## src/rtl/aes_pkg.sv

```systemverilog
// ShiftRows definitions shared by the AES datapath: mode encodings, Rijndael
// row offsets and the column-major byte packing of the state vector.
package aes_pkg;

  localparam int unsigned MODE_W = 2;
  localparam int unsigned ROWS   = 4;
  localparam int unsigned COL_W  = 32;
  localparam int unsigned BYTE_W = 8;

  localparam logic [MODE_W-1:0] MODE_FWD = 2'b00;
  localparam logic [MODE_W-1:0] MODE_INV = 2'b01;
  localparam logic [MODE_W-1:0] MODE_BYP = 2'b10;

  // Rijndael cyclic shift for a row; 256-bit blocks shift rows 2 and 3 one further
  function automatic int unsigned row_offset(input int unsigned nb, input int unsigned row);
    if (nb == 8 && row >= 2) return row + 1;
    return row;
  endfunction

  // LSB position of byte (row, col); column 0 sits in the most significant word
  function automatic int unsigned byte_lsb(input int unsigned nb, input int unsigned col,
                                           input int unsigned row);
    return COL_W * nb - BYTE_W - COL_W * col - BYTE_W * row;
  endfunction

  // Source column feeding output (row, col); bypass and the reserved code map to identity
  function automatic int unsigned src_col(input int unsigned nb, input int unsigned col,
                                          input int unsigned row, input logic [MODE_W-1:0] mode);
    int unsigned off;
    off = row_offset(nb, row);
    case (mode)
      MODE_FWD: return (col + off) % nb;
      MODE_INV: return (col + nb - off) % nb;
      default:  return col;
    endcase
  endfunction

endpackage

```

## src/rtl/shift_rows_perm.sv

```systemverilog
// Combinational ShiftRows / InvShiftRows / bypass byte permutation for an
// NB-column Rijndael state; pure wiring, no arithmetic on the data.
module shift_rows_perm
  import aes_pkg::*;
#(
  parameter int unsigned NB = 4
) (
  input  logic [COL_W*NB-1:0] state,
  input  logic [MODE_W-1:0]   mode,
  output logic [COL_W*NB-1:0] perm_state
);

  localparam int unsigned STATE_W = COL_W * NB;
  localparam int unsigned IDX_W   = $clog2(STATE_W);

  if (!(NB == 4 || NB == 6 || NB == 8)) begin : g_bad_nb
    $error("shift_rows_perm: NB must be 4, 6 or 8");
  end

  always_comb begin
    perm_state = '0;
    for (int unsigned c = 0; c < NB; c++) begin
      for (int unsigned r = 0; r < ROWS; r++) begin
        perm_state[IDX_W'(byte_lsb(NB, c, r)) +: BYTE_W] =
          state[IDX_W'(byte_lsb(NB, src_col(NB, c, r, mode), r)) +: BYTE_W];
      end
    end
  end

endmodule

```

## src/rtl/shift_rows_pipe.sv

```systemverilog
// Elastic pipelined ShiftRows stage: input register S1, optional output
// register S2, valid/ready on both sides with the mode travelling with its data.
module shift_rows_pipe
  import aes_pkg::*;
#(
  parameter int unsigned NB      = 4,
  parameter int unsigned OUT_REG = 1
) (
  input  logic                clk,
  input  logic                rst,
  input  logic                in_valid,
  output logic                in_ready,
  input  logic [MODE_W-1:0]   in_mode,
  input  logic [COL_W*NB-1:0] in_state,
  output logic                out_valid,
  input  logic                out_ready,
  output logic [MODE_W-1:0]   out_mode,
  output logic [COL_W*NB-1:0] out_state
);

  localparam int unsigned STATE_W = COL_W * NB;

  if (!(NB == 4 || NB == 6 || NB == 8)) begin : g_bad_nb
    $error("shift_rows_pipe: NB must be 4, 6 or 8");
  end
  if (OUT_REG > 1) begin : g_bad_out_reg
    $error("shift_rows_pipe: OUT_REG must be 0 or 1");
  end

  logic               s1_valid;
  logic [STATE_W-1:0] s1_state;
  logic [MODE_W-1:0]  s1_mode;
  logic [STATE_W-1:0] s1_perm;
  logic               next_accept;
  logic               s1_advance;
  logic               s1_capture;

  shift_rows_perm #(.NB(NB)) u_perm (
    .state      (s1_state),
    .mode       (s1_mode),
    .perm_state (s1_perm)
  );

  // Ready is derived from stage occupancy only, never from in_valid
  assign s1_advance = s1_valid && next_accept;
  assign in_ready   = !s1_valid || s1_advance;
  assign s1_capture = in_valid && in_ready;

  always_ff @(posedge clk or posedge rst) begin
    if (rst) begin
      s1_valid <= 1'b0;
      s1_state <= '0;
      s1_mode  <= '0;
    end else if (s1_capture) begin
      s1_valid <= 1'b1;
      s1_state <= in_state;
      s1_mode  <= in_mode;
    end else if (s1_advance) begin
      s1_valid <= 1'b0;
    end
  end

  if (OUT_REG != 0) begin : g_out_reg
    logic               s2_valid;
    logic [STATE_W-1:0] s2_state;
    logic [MODE_W-1:0]  s2_mode;

    assign next_accept = !s2_valid || out_ready;

    // S2 data only moves on a load, so it holds stable under backpressure
    always_ff @(posedge clk or posedge rst) begin
      if (rst) begin
        s2_valid <= 1'b0;
        s2_state <= '0;
        s2_mode  <= '0;
      end else if (s1_advance) begin
        s2_valid <= 1'b1;
        s2_state <= s1_perm;
        s2_mode  <= s1_mode;
      end else if (out_ready) begin
        s2_valid <= 1'b0;
      end
    end

    assign out_valid = s2_valid;
    assign out_state = s2_state;
    assign out_mode  = s2_mode;
  end else begin : g_out_comb
    assign next_accept = out_ready;
    assign out_valid   = s1_valid;
    assign out_state   = s1_perm;
    assign out_mode    = s1_mode;
  end

endmodule

```

## config.mk

```make
export PLATFORM = sky130hd
export DESIGN_NAME = shift_rows_pipe
export DESIGN_NICKNAME = d
export VERILOG_FILES = /design/src/rtl/aes_pkg.sv /design/src/rtl/shift_rows_perm.sv /design/src/rtl/shift_rows_pipe.sv
export SDC_FILE = /design/constraint.sdc
export NUM_CORES = 1
export LEC_CHECK = 0
export CAP_MARGIN = 30
export CELL_PAD_IN_SITES_DETAIL_PLACEMENT = 0
export CELL_PAD_IN_SITES_GLOBAL_PLACEMENT = 2
export CORE_MARGIN = 1
export CORE_UTILIZATION = 39
export CTS_BUF_LIST = sky130_fd_sc_hd__clkbuf_16
export DETAILED_ROUTE_END_ITERATION = 7
export GPL_TIMING_DRIVEN = 0
export PLACE_DENSITY = 0.95
export SLEW_MARGIN = 20
export SYNTH_ARGS = -nofsm -noshare
export SYNTH_HDL_FRONTEND = slang
export SYNTH_HIERARCHICAL = 1
export SYNTH_SLANG_ARGS = --single-unit
```

## constraint.sdc

```tcl
create_clock -name clk -period 15.8 [get_ports clk]
set_input_delay 1.58 -clock clk [delete_from_list [all_inputs] [get_ports clk]]
set_output_delay 1.58 -clock clk [all_outputs]
set_load 0.01 [all_outputs]
```

# Word-level counts from Yosys, hierarchy flattened
# Cells that the tools add are included.
# classes
n_addsub	24
n_eq_ne	1
n_shift	12
mux	16
n_reduce_logical	10
# ops
cell	count
$shiftx A128 B8 Y8	12
$sub A7 B7 Y7 const A	12
$sub A7 B5 Y7 const B	8
$pmux W2 S2	8
$sub A7 B4 Y7 const B	4
$mux W2	4
$mux W1	4
$reduce_bool A2 Y1	2
$eq A2 B1 Y1 const B	1
$logic_and A1 B1 Y1	2
$logic_not A1 Y1	2
$logic_not A2 Y1	1
$logic_or A1 B1 Y1	2
$reduce_or A2 Y1	1
# word_totals
reg_bits	262
output_inout_bits	132
wordCells	69

# Logic depth before layout (Yosys ltp)
# depth
word_depth	6
mapped_depth	6
mapped_depth_nobuf	3

# Modules after synthesis
# The synthesis kept the hierarchy.
# by_module_without_submodules
mod	n_inst	cells_each	area_per_inst_um2	seq_area_each_um2
shift_rows_pipe	1	557	10767.8	6556.3
shift_rows_perm	1	281	2029.4	0.0

# Worst setup path after synthesis
# Ideal clock, no wire load.
# synth_path
kind	input to output
from	in out_ready
to	out in_ready
t_arrival_ps	1748
required_time_ps	14220
path_slack_ps	12472
stages	1
path_buffers	0
path_cell_list	nand3b_4
# synth_between
elab_chain_len	3
# synth_rtl
item	line	rtl
start, declared	shift_rows_pipe.sv:16	input logic out_ready,
$logic_or A1 B1 Y1	shift_rows_pipe.sv:68	assign next_accept = !s2_valid || out_ready;
$logic_and A1 B1 Y1	shift_rows_pipe.sv:45	assign s1_advance = s1_valid && next_accept;
$logic_or A1 B1 Y1	shift_rows_pipe.sv:46	assign in_ready = !s1_valid || s1_advance;
end, declared	shift_rows_pipe.sv:12	output logic in_ready,
# No other way between the ends.

# Final worst setup path
# Ends and elaborated chain as after synthesis.

==> results.md <==
* Avg Cell Area, Syn at around 15 µm²
* Pre-CTS setup slack at ~11 ns
* Final setup vio count at 0
* Clk_skew at 0.0217 ns
* PD cells at between 100 and 150 nW/µm²
* Yosys cell types at 19
* Clk root buf: clkbuf_16
* Hold Buf Count CTS at 0
* Ys async rst share at 1.00
* CTS sink cnt at 262
* 1st-pass router iterations at 5
* RR Startpoint: s1_mode[1]$_DFFE_PP0P_
* Synth warn at 6
* Critical Path End Type: output port
* Vias/cell at approximately 4.9
* Detailed Route Iter0 Violations at 442
* Fmax at 231 MHz
* Hold_sp: out_state[99]$_DFFE_PP0P_
* Die X at between 150 and 200 µm
* Routed Wire Length at between 30 and 40 mm
* Share of the synthesized area in the top cell type at 0.512
* Vias in the first global route at around 8200
* Main flop type after synthesis: dfrtp_1
* Core area at about 32000 µm²
* Area Overhead vs Synth at 33.1%
* Worst setup margin at 11.46 ns
* Hold Crit Endpoint: out_state[99]$_DFFE_PP0P_
* # resized after CTS at 0
* R2R setup slack at 13.91 ns
* Startpoint types: input pin
* Vias at 7735
* Hpwl dp at approximately 24 mm
* Mapped Nets at approximately 1000
* Fin crit share at 0.274
* Fill cell count at approximately 2700
* Setup repair after global routing missed its margin: false
* Cells after synthesis at 838
* Area contributors post-synth: dfrtp_1, mux2_4, mux2_2
* Critical R2R Capture: out_state[55]$_DFFE_PP0P_
* CP max FO at 3
* DR DRC count at 0
* Htree depth at 1
* Final Max Slew Viols at 0
* GP Congestion at between 0.7 and 0.8
* Crit path DAT at 2.76 ns
* Multiplexer area fraction after synthesis at 0.366
* CTS clk-pin slew, worst paths at around 0.060 ns
* Slew @ Worst Pin at 0.871 ns
* Starting density of the core at 0.401
* Worst vdd ir at 0.0931 mV
* Cell leakage power at 7.88 nW
* Initial antenna violation count at 2
* Total Die Area at around 34000 µm²
* Hold Path Depth at 1
* Cell row count at 65
* Critical Path RT at about 14 ns
* Setup Fix Bufs, Post-CTS at 0
* Largest net degree at the start of global routing at 98
* Global-route usage over all layers at 0.211
* Worst min path class: reg -> reg
* Synth cell count leaders: dfrtp_1, mux2_4, mux2_2, mux2i_1, nand2_1
* Worst slew margin at 0.419
* TritonCTS clock tree: built
* Per-cell routed wire length at roughly 22 µm
* Seq/Total Area, Yosys at 0.512
* FF+latch count, synth at between 200 and 300
* Largest family of logic cells by synthesized area: multiplexers
* Netlist Area Pre-Place at ~13000 µm²
* Synth Area in XOR/XNOR at 0
* Synth Area in Simple Gates at 0.0232
* Outcome: complete, no violations
* Num CTS Buffers at 31
* Final net count at 1272
* # port buffers at 265
* Final ANT Viol Nets at 0
* Sum Neg Setup Slack at 0 ns
* Most frequent cell after synthesis: dfrtp_1
* Kind of critical path: in -> out
* Die H at approximately 180 µm
* Reg2Reg Depth at 4
* Grt total ovfl at 0
* Max_cap viols at 0
* Post-route minimum period at ~4.3 ns
* Share of post-route cells with drive strength above 1 at 0.364
* Global-route wire length before repair at approximately 53 mm
* Adder-Cell Fraction of Synth Area at 0
* Final Hold Viols at 0
* Clk_lat worst skew at ~0.56 ns
* I/O pin count at between 200 and 300
* Worst-case clock buffer depth at 3
* Biggest area consumer among synthesized cells: dfrtp_1
* Synth Area in Compound Gates at 0.0253
* Post-synth EDFFs at 0
power by group:
part / switching (mW) / internal [mW]
Clock: 0.281 / 0.416
Combinational: 0.307 / 0.515
Sequential: 0.116 / 0.832
Total: 0.704 / 1.76
routing by layer:
| layer | vias to the layer above | share of wire | track usage |
|---|---|---|---|
| met5 | - | 0.00037 | 0 |
| li1 | 3509 | - | - |
| met1 | 3966 | 0.46 | 0.299 |
| met3 | 37 | 0.055 | 0.0371 |
| met2 | 221 | 0.47 | 0.339 |
| met4 | 2 | 0.014 | 0.0407 |
cells by family after synthesis:
group	count (synthesis)
mux	356
flops	262
buf+inv	86
simple gates	70
compound gates	64
registers in the layout, indices dropped and copies added (netlist names):
signal	cells
out_mode	2
out_valid	1
s1_state	128
s1_mode	2
s1_valid	1
out_state	128
placed cells by master (no fill, tap or decap), types with 4 or more instances in the layout:
cell / n
mux2i_1: 64
mux2_4: 200
nand2_1: 64
buf_12: 21
buf_4: 36
clkdlybuf4s50_1: 265
buf_6: 6
o21ai_1: 59
o21ai_0: 4
inv_1: 7
clkbuf_16: 31
clkinv_1: 7
buf_2: 14
mux2_2: 92
buf_8: 7
dfrtp_1: 262
bufinv_16: 4
final cells by class:
class	count	area, µm²	share of cell area
sequential	262	6560	0.385
multi-input combinational	490	5300	0.311
timing repair buffer	267	2710	0.159
buffer	85	937	0.0550
clock buffer	31	776	0.0455
tap	435	544	0.0320
clock inverter	22	196	0.0115
inverter	1	11.3	0.000661
antenna	1	2.50	0.000147
how the worst max path moves through the flow:
stage,start,to,slack (ns),depth (start not counted)
6_report,out_ready,in_ready,11.46,3
5_1_grt,out_ready,in_ready,11.42,3
4_1_cts,out_ready,in_ready,11.46,3
3_5_place_dp,out_ready,in_ready,11.46,3
3_3_place_gp,rst,out_valid$_DFFE_PP0P_,3.45,2
2_1_floorplan,rst,out_mode[0]$_DFFE_PP0P_,7.01,1
worst max-delay path: stages:
cell	delay (ns)
clkdlybuf4s50_1	0.48
nand3b_4	0.15
clkdlybuf4s50_1	0.54
metrics by stage:
step	instances	total power, mW	hold WS (ns)	utilization	area, µm²
after floorplan	838	1.39	0.481	-	12800
after global placement	1538	1.77	0.487	0.502	16000
after detailed placement	1540	1.78	0.493	0.504	16100
after CTS	1593	2.49	0.506	0.534	17000
after global routing	1594	2.58	0.517	0.534	17000
final	1594	2.47	0.504	0.534	17000
(Power assumes the default switching activity.)
==> RTL change (same settings) <==
Make the reset (`rst`) synchronous in 2 clocked blocks.
--- a/src/rtl/shift_rows_pipe.sv
+++ b/src/rtl/shift_rows_pipe.sv
@@ -46,7 +46,7 @@
   assign in_ready   = !s1_valid || s1_advance;
   assign s1_capture = in_valid && in_ready;
 
-  always_ff @(posedge clk or posedge rst) begin
+  always_ff @(posedge clk) begin
     if (rst) begin
       s1_valid <= 1'b0;
       s1_state <= '0;
@@ -68,7 +68,7 @@
     assign next_accept = !s2_valid || out_ready;
 
     // S2 data only moves on a load, so it holds stable under backpressure
-    always_ff @(posedge clk or posedge rst) begin
+    always_ff @(posedge clk) begin
       if (rst) begin
         s2_valid <= 1'b0;
         s2_state <= '0;
Function: not settled (the Yosys comparison gave no result); the edit may change what the design does.
==> RTL change against the original RTL <==
- wire length grew 28%
- sequential cell count is the same
- worst setup slack lost 0.49 ns
- synthesized area shrank 0.39%
- via count grew 47%
- die area shrank 0.39%
- cell area shrank 1.4%
Power is not compared: it rests on default switching activity, and its combinational part moved more than twofold at a synthesized area within 25%.
==> RTL change: results (changes against the original RTL) <==
[grt]
grt_antenna_before_repair = 0  ; -2
grt_first_pass_wirelength_um = 66400  ; +26%
grtUsageTotal_pct = 26.3  ; +5.3 points
grt_max_degree = 14  ; -86%

[synth]
seq_area_frac_synth_pct = 41.1  ; -10 points
async_flop_share_pct = 0  ; -100 points
yosysWarnings = 6  ; unchanged
synth_area_leaders = dfxtp_1, mux2i_1, nand2b_1
synth_cell_type_count = 20  ; +1
syn_nets = 1581  ; +63%
synth.top_cells.by_count = dfxtp_1, nand2b_1, mux2i_1, o21ai_0, a21oi_1

[clock_tree]
cts_setup_buffers = 0  ; unchanged
numCtsBuffers = 28  ; -9.7%
cts_root_buf = clkbuf_16
cts_max_path_buffers = 3  ; unchanged
cts_resized = 0  ; unchanged
cts-htree-levels = 1  ; unchanged
worstSkewPairLatency_ns = 0.55
cts.clk_slew.worst_paths_ns = 0.06  ; about the same

[setup_path]
crit_path_max_fanout = 10  ; +7
reg2regPathDepth = 6  ; +2
slowest_delay_ns = 0.50  ; -0.04 ns
endpoint = in_ready
critical-path-slowest-cell = clkdlybuf4s50_1
reg2reg_from = s1_valid
ff2ff_setup_slack_ns = 14.00  ; +0.09 ns
startpoint = out_ready
crit_family = buffers and inverters
r2r-end = out_state[73]

[pwr]
ir_drop_mv = 0.0768
p_leak_nw = 6.12

[outcome]
outcome = complete, no violations

[place]
dp_hpwl_um = 34300  ; +43%
port_buffers = 264  ; -0.38%
place.gp.congestion = 0.926  ; +23%

[routing]
via_count = 11402  ; +47%
drtIter0Drc = 778  ; +76%
wl_um = 44900  ; +28%
firstDrtPassIters = 5  ; unchanged

[final_layout]
layout.nets = 1876  ; +47%
drive_gt1_share_pct = 9.03  ; -27 points
diodes = 0  ; -1
num-fill-cells = 3040  ; +12%

[sta]
worst_slew_pin_slew_ns = 0.975  ; +0.104 ns
final.setup_skew_ns = 0.00843  ; -0.0132 ns
hold_ws_ns = 0.474  ; -0.0300 ns

[hold_path]
hp-class = flop to flop

## RTL change: how the worst min path moves through the flow
| stage | end | from | cells after the start |
|---|---|---|---|
| 2_1_floorplan | s1_state[120] | s1_state[120] | 2 |
| 4_1_cts | out_state[124] | out_state[124] | 2 |
| 6_report | out_state[118] | out_state[118] | 2 |
| 3_5_place_dp | s1_state[95] | s1_state[95] | 2 |
| 5_1_grt | s1_state[25] | s1_state[25] | 2 |
| 3_3_place_gp | s1_state[89] | s1_state[89] | 2 |
## RTL change: report_power, final
part / leakage (nW) / total (mW) / internal, mW / switching (mW)
clock network: 0.430 / 0.620 / 0.345 / 0.275
logic: 3.55 / 0.247 / 0.121 / 0.127
registers: 2.14 / 0.721 / 0.692 / 0.0287
total: 6.12 / 1.59 / 1.16 / 0.430
## RTL change: cells by family after synthesis
logic type | count (synthesis) | synth area share (%)
compound gates | 327 | 12.9
buf+inv | 174 | 7.97
flops | 262 | 41.1
mux | 226 | 18.1
simple gates | 458 | 19.9
## RTL change: worst min-delay path: stages, from the launching register on
cell     delay [ns]
dfxtp_1        0.30
o21ai_0        0.06
a21oi_1        0.06
## RTL change: routing by layer
layer / vias up / GRT usage [%] / share of wire (%)
li1: 5507 / - / -
met1: 5481 / 36.1 / 46
met2: 355 / 43.4 / 46
met3: 59 / 3.81 / 5.8
met4: 0 / 6.53 / 2.3
met5: - / 0 / 0
## RTL change: metrics by stage
step / utilization, % / power (mW) / setup slack, ns / area (µm²) / instances
after floorplan: - / 0.862 / 12.05 / 12700 / 1447
after CTS: 52.7 / 1.59 / 10.96 / 16800 / 2196
after global routing: 52.7 / 1.64 / 10.83 / 16800 / 2196
after detailed placement: 50.0 / 0.980 / 10.96 / 15900 / 2147
final: 52.7 / 1.59 / 10.97 / 16800 / 2196
after global placement: 50.0 / 0.978 / 10.96 / 15900 / 2146
## RTL change: cell type report
| class | instances | area, µm² | share of cell area, % |
|---|---|---|---|
| Multi-Input combinational cell | 1011 | 6490 | 38.6 |
| Sequential cell | 262 | 5250 | 31.2 |
| Timing Repair Buffer | 265 | 2650 | 15.8 |
| Buffer | 173 | 1010 | 6.03 |
| Clock buffer | 29 | 726 | 4.32 |
| Tap cell | 435 | 544 | 3.24 |
| Clock inverter | 20 | 116 | 0.693 |
| Inverter | 1 | 3.75 | 0.0224 |
